[config.mk]
export PLATFORM = sky130hd
export DESIGN_NAME = dmem_arbiter
export DESIGN_NICKNAME = d
export VERILOG_FILES = /design/src/rtl/dmem_arbiter.sv
export SDC_FILE = /design/constraint.sdc
export NUM_CORES = 1
export LEC_CHECK = 0
export BUFFER_PORTS_ARGS = -buffer_cell sky130_fd_sc_hd__buf_2
export CORE_MARGIN = 8
export CORE_UTILIZATION = 35
export CTS_CLUSTER_DIAMETER = 80
export DETAILED_ROUTE_END_ITERATION = 12
export PLACE_DENSITY_LB_ADDON = 0.25
export SYNTH_ARGS = -nofsm -noshare
export SYNTH_HDL_FRONTEND = slang
export SYNTH_SLANG_ARGS = --single-unit
[constraint.sdc]
create_clock -name clk -period 1.94 [get_ports clk]
set_clock_uncertainty 0.05 [all_clocks]
set_input_delay 0.194 -clock clk [delete_from_list [all_inputs] [get_ports clk]]
set_output_delay 0.194 -clock clk [all_outputs]
set_load 0.005 [all_outputs]
[src/rtl/dmem_arbiter.sv]
// Data-memory arbiter: core load/store path vs. external host port.
// Optional host burst lock enabled by defining DMEM_ARB_LOCK_EN.
module dmem_arbiter #(
  parameter int AW       = 8,
  parameter int DW       = 8,
  parameter int MAX_WAIT = 4
) (
  input  logic          clk,
  input  logic          reset,
  input  logic          core_req,
  input  logic          core_we,
  input  logic [AW-1:0] core_addr,
  input  logic [DW-1:0] core_wdata,
  output logic [DW-1:0] core_rdata,
  output logic          core_stall,
  input  logic          host_req,
  input  logic          host_we,
  input  logic [AW-1:0] host_addr,
  input  logic [DW-1:0] host_wdata,
  output logic          host_gnt,
  output logic          host_rvalid,
  output logic [DW-1:0] host_rdata,
  input  logic          host_lock,
  output logic [AW-1:0] mem_addr,
  output logic          mem_wr_en,
  output logic          mem_rd_en,
  output logic [DW-1:0] mem_wdata,
  input  logic [DW-1:0] mem_rdata
);

  localparam logic [3:0] MAX_W = 4'(MAX_WAIT);

  logic [3:0]    wait_cnt_q, wait_cnt_d;
  logic          host_rvalid_q, host_rvalid_d;
  logic [DW-1:0] host_rdata_q, host_rdata_d;
  logic          lock_active_q, lock_active_d;

  logic force_host;
  logic host_sel;
  logic core_sel;

  // Every grant is qualified by reset so nothing reaches memory while held.
  always_comb begin
    force_host = (wait_cnt_q == MAX_W) | lock_active_q;
    host_sel   = reset & host_req & (~core_req | force_host);
    core_sel   = reset & core_req & ~host_sel;
  end

  always_comb begin
    mem_addr  = '0;
    mem_wdata = '0;
    mem_wr_en = 1'b0;
    mem_rd_en = 1'b0;
    unique case (1'b1)
      host_sel: begin
        mem_addr  = host_addr;
        mem_wdata = host_wdata;
        mem_wr_en = host_we;
        mem_rd_en = ~host_we;
      end
      core_sel: begin
        mem_addr  = core_addr;
        mem_wdata = core_wdata;
        mem_wr_en = core_we;
        mem_rd_en = ~core_we;
      end
      default: ;
    endcase
  end

  assign host_gnt    = host_sel;
  assign core_stall  = core_req & host_sel;
  assign core_rdata  = mem_rdata;
  assign host_rvalid = host_rvalid_q;
  assign host_rdata  = host_rdata_q;

  always_comb begin
    wait_cnt_d    = wait_cnt_q;
    host_rvalid_d = host_sel & ~host_we;
    host_rdata_d  = host_rdata_q;
    if (host_sel || !host_req) begin
      wait_cnt_d = '0;
    end else if (wait_cnt_q != MAX_W) begin
      wait_cnt_d = wait_cnt_q + 4'd1;
    end
    if (host_sel && !host_we) begin
      host_rdata_d = mem_rdata;
    end
`ifdef DMEM_ARB_LOCK_EN
    lock_active_d = lock_active_q;
    if (!host_req || !host_lock) begin
      lock_active_d = 1'b0;
    end else if (host_sel) begin
      lock_active_d = 1'b1;
    end
`else
    lock_active_d = host_lock & 1'b0;
`endif
  end

  always_ff @(posedge clk or negedge reset) begin
    if (!reset) begin
      wait_cnt_q    <= '0;
      host_rvalid_q <= 1'b0;
      host_rdata_q  <= '0;
      lock_active_q <= 1'b0;
    end else begin
      wait_cnt_q    <= wait_cnt_d;
      host_rvalid_q <= host_rvalid_d;
      host_rdata_q  <= host_rdata_d;
      lock_active_q <= lock_active_d;
    end
  end

endmodule
Yosys cells after proc, flatten, opt, wreduce, memory -nomap -nowiden
Cells that the tools add are included.

Bits in writable memories: 0. Memories: 0. Word-level logic and storage cells: 28. Bits in registers: 13. ROM bits: 0. Bits of input ports: 47. Output and inout port bits: 37. Bits in latches: 0.

Reductions and logical operators: 5. $lt $le $gt $ge: 0. Div/mod/pow operators: 0. Shift-type cells: 0. $add $sub $neg: 1. Eq/ne operators: 2. Bitwise logic cells: 11. Mux-type cells: 6. Multiply operators: 0.

Operators with widths (number): 8-bit case mux with 2 select lines (2); 4-bit 2-to-1 mux (2); 1-bit AND (6); 4-bit by 1-bit adder with 4-bit output, second input constant (1); 4-bit by 3-bit equality test with 1-bit output, second input constant (1); 4-bit by 3-bit inequality test with 1-bit output, second input constant (1); 1-bit inverter (4); 1-bit case mux with 2 select lines (2); 1-bit zero test (2); 2-bit nonzero test (1); 1-bit logical AND (1); 1-bit logical OR (1); 1-bit OR (1).

Depth between registers and ports, before layout
Word-level depth: 6. Gate-level depth with buffers: 6. Gate-level depth less buffers: 5.

Least setup slack after synthesis
OpenSTA, ideal clock, no wires.

Path type: reg2out. From: reg wait_cnt_q[0]. To: out mem_addr[6]. Required time: 1.696 ns. Stages on the path, launching flop included: 7. Path slack: 0.139 ns. Path buffers: 1. Arrival time: 1.557 ns. Path through: dfrtp_1 inv_1 ha_1 and3b_2 a21oi_2 buf_2 a22o_1.

Cells in the longest elaborated chain, start to end: 6.

Ends and longest elaborated chain: from (decl) (RTL line 33) `logic [3:0] wait_cnt_q, wait_cnt_d;`; from (signal assigned) (RTL line 108) `wait_cnt_q <= wait_cnt_d;`; 4-bit by 3-bit equality test with 1-bit output * (RTL line 44) `force_host = (wait_cnt_q == MAX_W) | lock_active_q;`; 1-bit OR * (RTL line 45) `host_sel = reset & host_req & (~core_req | force_host);`; 1-bit AND * (RTL line 45); 1-bit inverter (RTL line 46) `core_sel = reset & core_req & ~host_sel;`; 1-bit AND (RTL line 46); 8-bit case mux with 2 select lines * (RTL line 54) `unique case (1'b1)`; to (decl) (RTL line 24) `output logic [AW-1:0] mem_addr,`.

Every way passes the cells marked *; elsewhere a longest branch is shown, timed or not.

Worst setup path in the final report
From: reg wait_cnt_q[0]. To: out mem_rd_en.

Cells in the longest elaborated chain, start to end: 6.

Ends and longest elaborated chain: 4-bit by 3-bit equality test with 1-bit output * (RTL line 44); 1-bit OR * (RTL line 45); 1-bit AND * (RTL line 45); 1-bit inverter (RTL line 46); 1-bit AND (RTL line 46); 1-bit case mux with 2 select lines * (RTL line 54); to (decl) (RTL line 26) `output logic mem_rd_en,`.

Marked as above.

==> impl_metrics.tcl <==
set metrics [dict create \
    status "finished clean" \
    syn_to_final_growth_pct 62.7 \
    ys_seq_area_share_pct 37.9 \
    maxCapViolations 0 \
    crit_fanout 18 \
    floorplan.initialDensity_pct 35.6 \
    clock_sinks 13 \
    irDropWorstVdd_uv 502 \
    core-area_um2 2410 \
    crit_slowest_cell "dfrtp_1" \
    p_seq_share_pct 41.5 \
    hold_viol 0 \
    final_area_um2 1400 \
    period_needed_ns 1.93 \
    pre_cts_ws_ns 0.0517 \
    globalplace.congestion 0.827 \
    slew_headroom_pct 85.3 \
    p_comb_share_pct 38.8 \
    syn_area_per_cell_um2 10.9 \
    antenna_found_initial 0 \
    yosysTopAreaCell "dfrtp_1" \
    ys.warnings.count 0 \
    cp_slowest_stage_delay_ns 0.40 \
    grt_overflow_total 0 \
    cts_buffers 3 \
    rsz0062_at_grt "yes" \
    rrSetupSlack_ns 0.10 \
    worst_setup_path_start_kind "flip-flop" \
    synth_top_cell_area_share_pct 37.9 \
    dpl_cell_area_um2 1300 \
    synth_cell_types 25 \
    synth.most_common_cell "a22o_1" \
    worst_slew_pin_slew_ns 0.221 \
    cts.htree.levels 1 \
    clkLatencyLatePin_ns 0.27 \
    crit_buf_inv 3 \
    dp_hpwl_um 2410 \
    cts_root_buffer "clkbuf_4" \
    dpl.cell_count 184 \
    instances_no_fill 194 \
    avgRoutedWirePerCell_um 14.8 \
    regArea_um2 325 \
    synthesis.nets 128 \
    vias 963 \
    async_flop_share_pct 100 \
    port_buffers 82 \
    fmax_mhz 518 \
    pwr-share-clk_pct 19.8 \
    syn_inst 79 \
    grt_pass1_wl_um 4260 \
    path_clk_slew_ns 0.07 \
    nets 214 \
    p_int_uw 588 \
    syn_area_um2 858 \
    ys_seq_elements 13 \
    tritoncts "done" \
    synth_enable_flop_cells 0 \
    wl_um 2880 \
    grt_max_degree 20 \
    timing.hold.ws_ns 0.112 \
    endpoint_kind "primary output" \
    antenna_cells 0 \
    rows 18 \
    fin_util_pct 57.9 \
    multi_input_area_um2 470 \
    fill_cells 223 \
    finalSetupViolCount 0 \
    criticalPathCategory "reg -> out" \
    pin_count 84 \
    clock_path_buffers 2 \
    drc 0 \
    die_y_um 65.5 \
    grt_pass1_vias 976 \
    grtUsageTotal_pct 12.3 \
    cellLeakagePower_uw 0.000786 \
    cp.arrival_ns 1.69 \
    drive_gt1_share_pct 68.3 \
    worstPathCellList "inv_2, ha_4, and3b_2, a21oi_2, buf_12, a21o_2, buf_2" \
    setup_slack_ns 0.00800 \
    crit_required_ns 1.70 \
    die_area_um2 4290 \
    switchingPower_uw 250 \
    first_pass_iters 4 \
    vias_per_cell 4.96 \
    ys_top_cells_by_count "17 x a22o_1, 13 x dfrtp_1, 8 x buf_4, 8 x mux2_2, 4 x nand3_1" \
    hold_class "in -> reg" \
    yosys-top-cells-area "dfrtp_1 38%, a22o_1 17%, mux2_2 10%, buf_4 7.0%, ha_1 2.9%" \
    ant_nets 0 \
    synth_flop_cell "dfrtp_1" \
    die_w_um 65.5 \
    drt_iter0_drc 16 \
    drv_slew 0 \
    critPathTopFamily "flip-flops" \
    p_sw_share_pct 29.9 \
    finalCritPeriodShare_pct 99.6 \
    power_density_nw_per_um2 600 \
]
==> cells by family (layout without fill, tap and decap cells) <==
logic type | Yosys count | after routing | synth area share (%)
buffers and inverters | 14 | 99 | 9.91
xor gates and xnor gates | 1 | 1 | 1.02
muxes | 9 | 9 | 11.7
AOI/OAI and AO/OA | 24 | 24 | 24.9
DFF | 13 | 13 | 37.9
adders and majority gates | 2 | 2 | 2.91
and+or+nand+nor | 16 | 16 | 11.7
==> stage by stage <==
stage,power (uW),setup TNS [ns]
global placement,637,0
CTS,842,-0.000762
floorplan,494,0
global route,901,-0.917
finish,838,0
detailed placement,651,0
==> power by group through the flow <==
stage	clock network [uW]	registers, uW	logic, uW
after floorplan	0	357	138
after global placement	0	351	286
after detailed placement	0	356	296
after CTS	171	346	325
after global routing	188	353	360
final	166	347	325
==> layout make-up <==
| cell class | count | share of cell area (%) |
|---|---|---|
| sequential | 13 | 23.3 |
| timing repair buffer | 92 | 37.6 |
| clock buffer | 4 | 1.88 |
| multi-input combinational | 52 | 33.7 |
| tap | 30 | 2.69 |
| inverter | 3 | 0.806 |
==> metal layers <==
metal | global-route usage (%) | up-vias | routed length [um]
li1 | - | 458 | -
met3 | 5.27 | 5 | 460
met5 | 0 | - | 0
met4 | 5.72 | 0 | 38
met1 | 12.3 | 438 | 1030
met2 | 21.5 | 62 | 1350
==> what timing repair did <==
| item | in CTS | in global routing |
|---|---|---|
| endpoints found under the setup margin | 20 | 26 |
| hold endpoints to repair | 13 | 0 |
| resized for setup | 4 | 2 |
| setup buffers | 3 | 2 |
| hold buffers | 1 | 0 |
| pin swaps | 2 | 1 |
==> registers in the layout, summed over array words and instances (netlist names) <==
signal and flops:
host_rvalid 1, wait_cnt_q 4, host_rdata 8
==> final timing paths <==
path / depth (start not counted) / endpoint / from
max: 7 / mem_rd_en / wait_cnt_q[0]$_DFFE_PN0P_
min: 2 / host_rdata[3]$_DFFE_PN0P_ / mem_rdata[3]
max reg2reg: 7 / host_rdata[5]$_DFFE_PN0P_ / wait_cnt_q[0]$_DFFE_PN0P_
min reg2reg: 1 / host_rdata[3]$_DFFE_PN0P_ / host_rdata[3]$_DFFE_PN0P_
max in group asynchronous: 3 / host_rdata[6]$_DFFE_PN0P_ / reset
min in group asynchronous: 2 / wait_cnt_q[0]$_DFFE_PN0P_ / reset
==> layout by cell type, fill, tap and decap left out, types with 2 or more instances in the layout <==
| cell | netlist | final |
|---|---|---|
| a22o_1 | 17 | 17 |
| buf_12 | 0 | 3 |
| buf_2 | 2 | 82 |
| buf_4 | 8 | 6 |
| clkbuf_4 | 0 | 3 |
| dfrtp_1 | 13 | 13 |
| inv_2 | 0 | 2 |
| mux2_2 | 8 | 8 |
| nand2_1 | 2 | 2 |
| nand3_1 | 4 | 4 |
| nor2_1 | 2 | 2 |
| nor2b_1 | 2 | 2 |
| nor3_1 | 2 | 2 |
(Power assumes the default switching activity.)
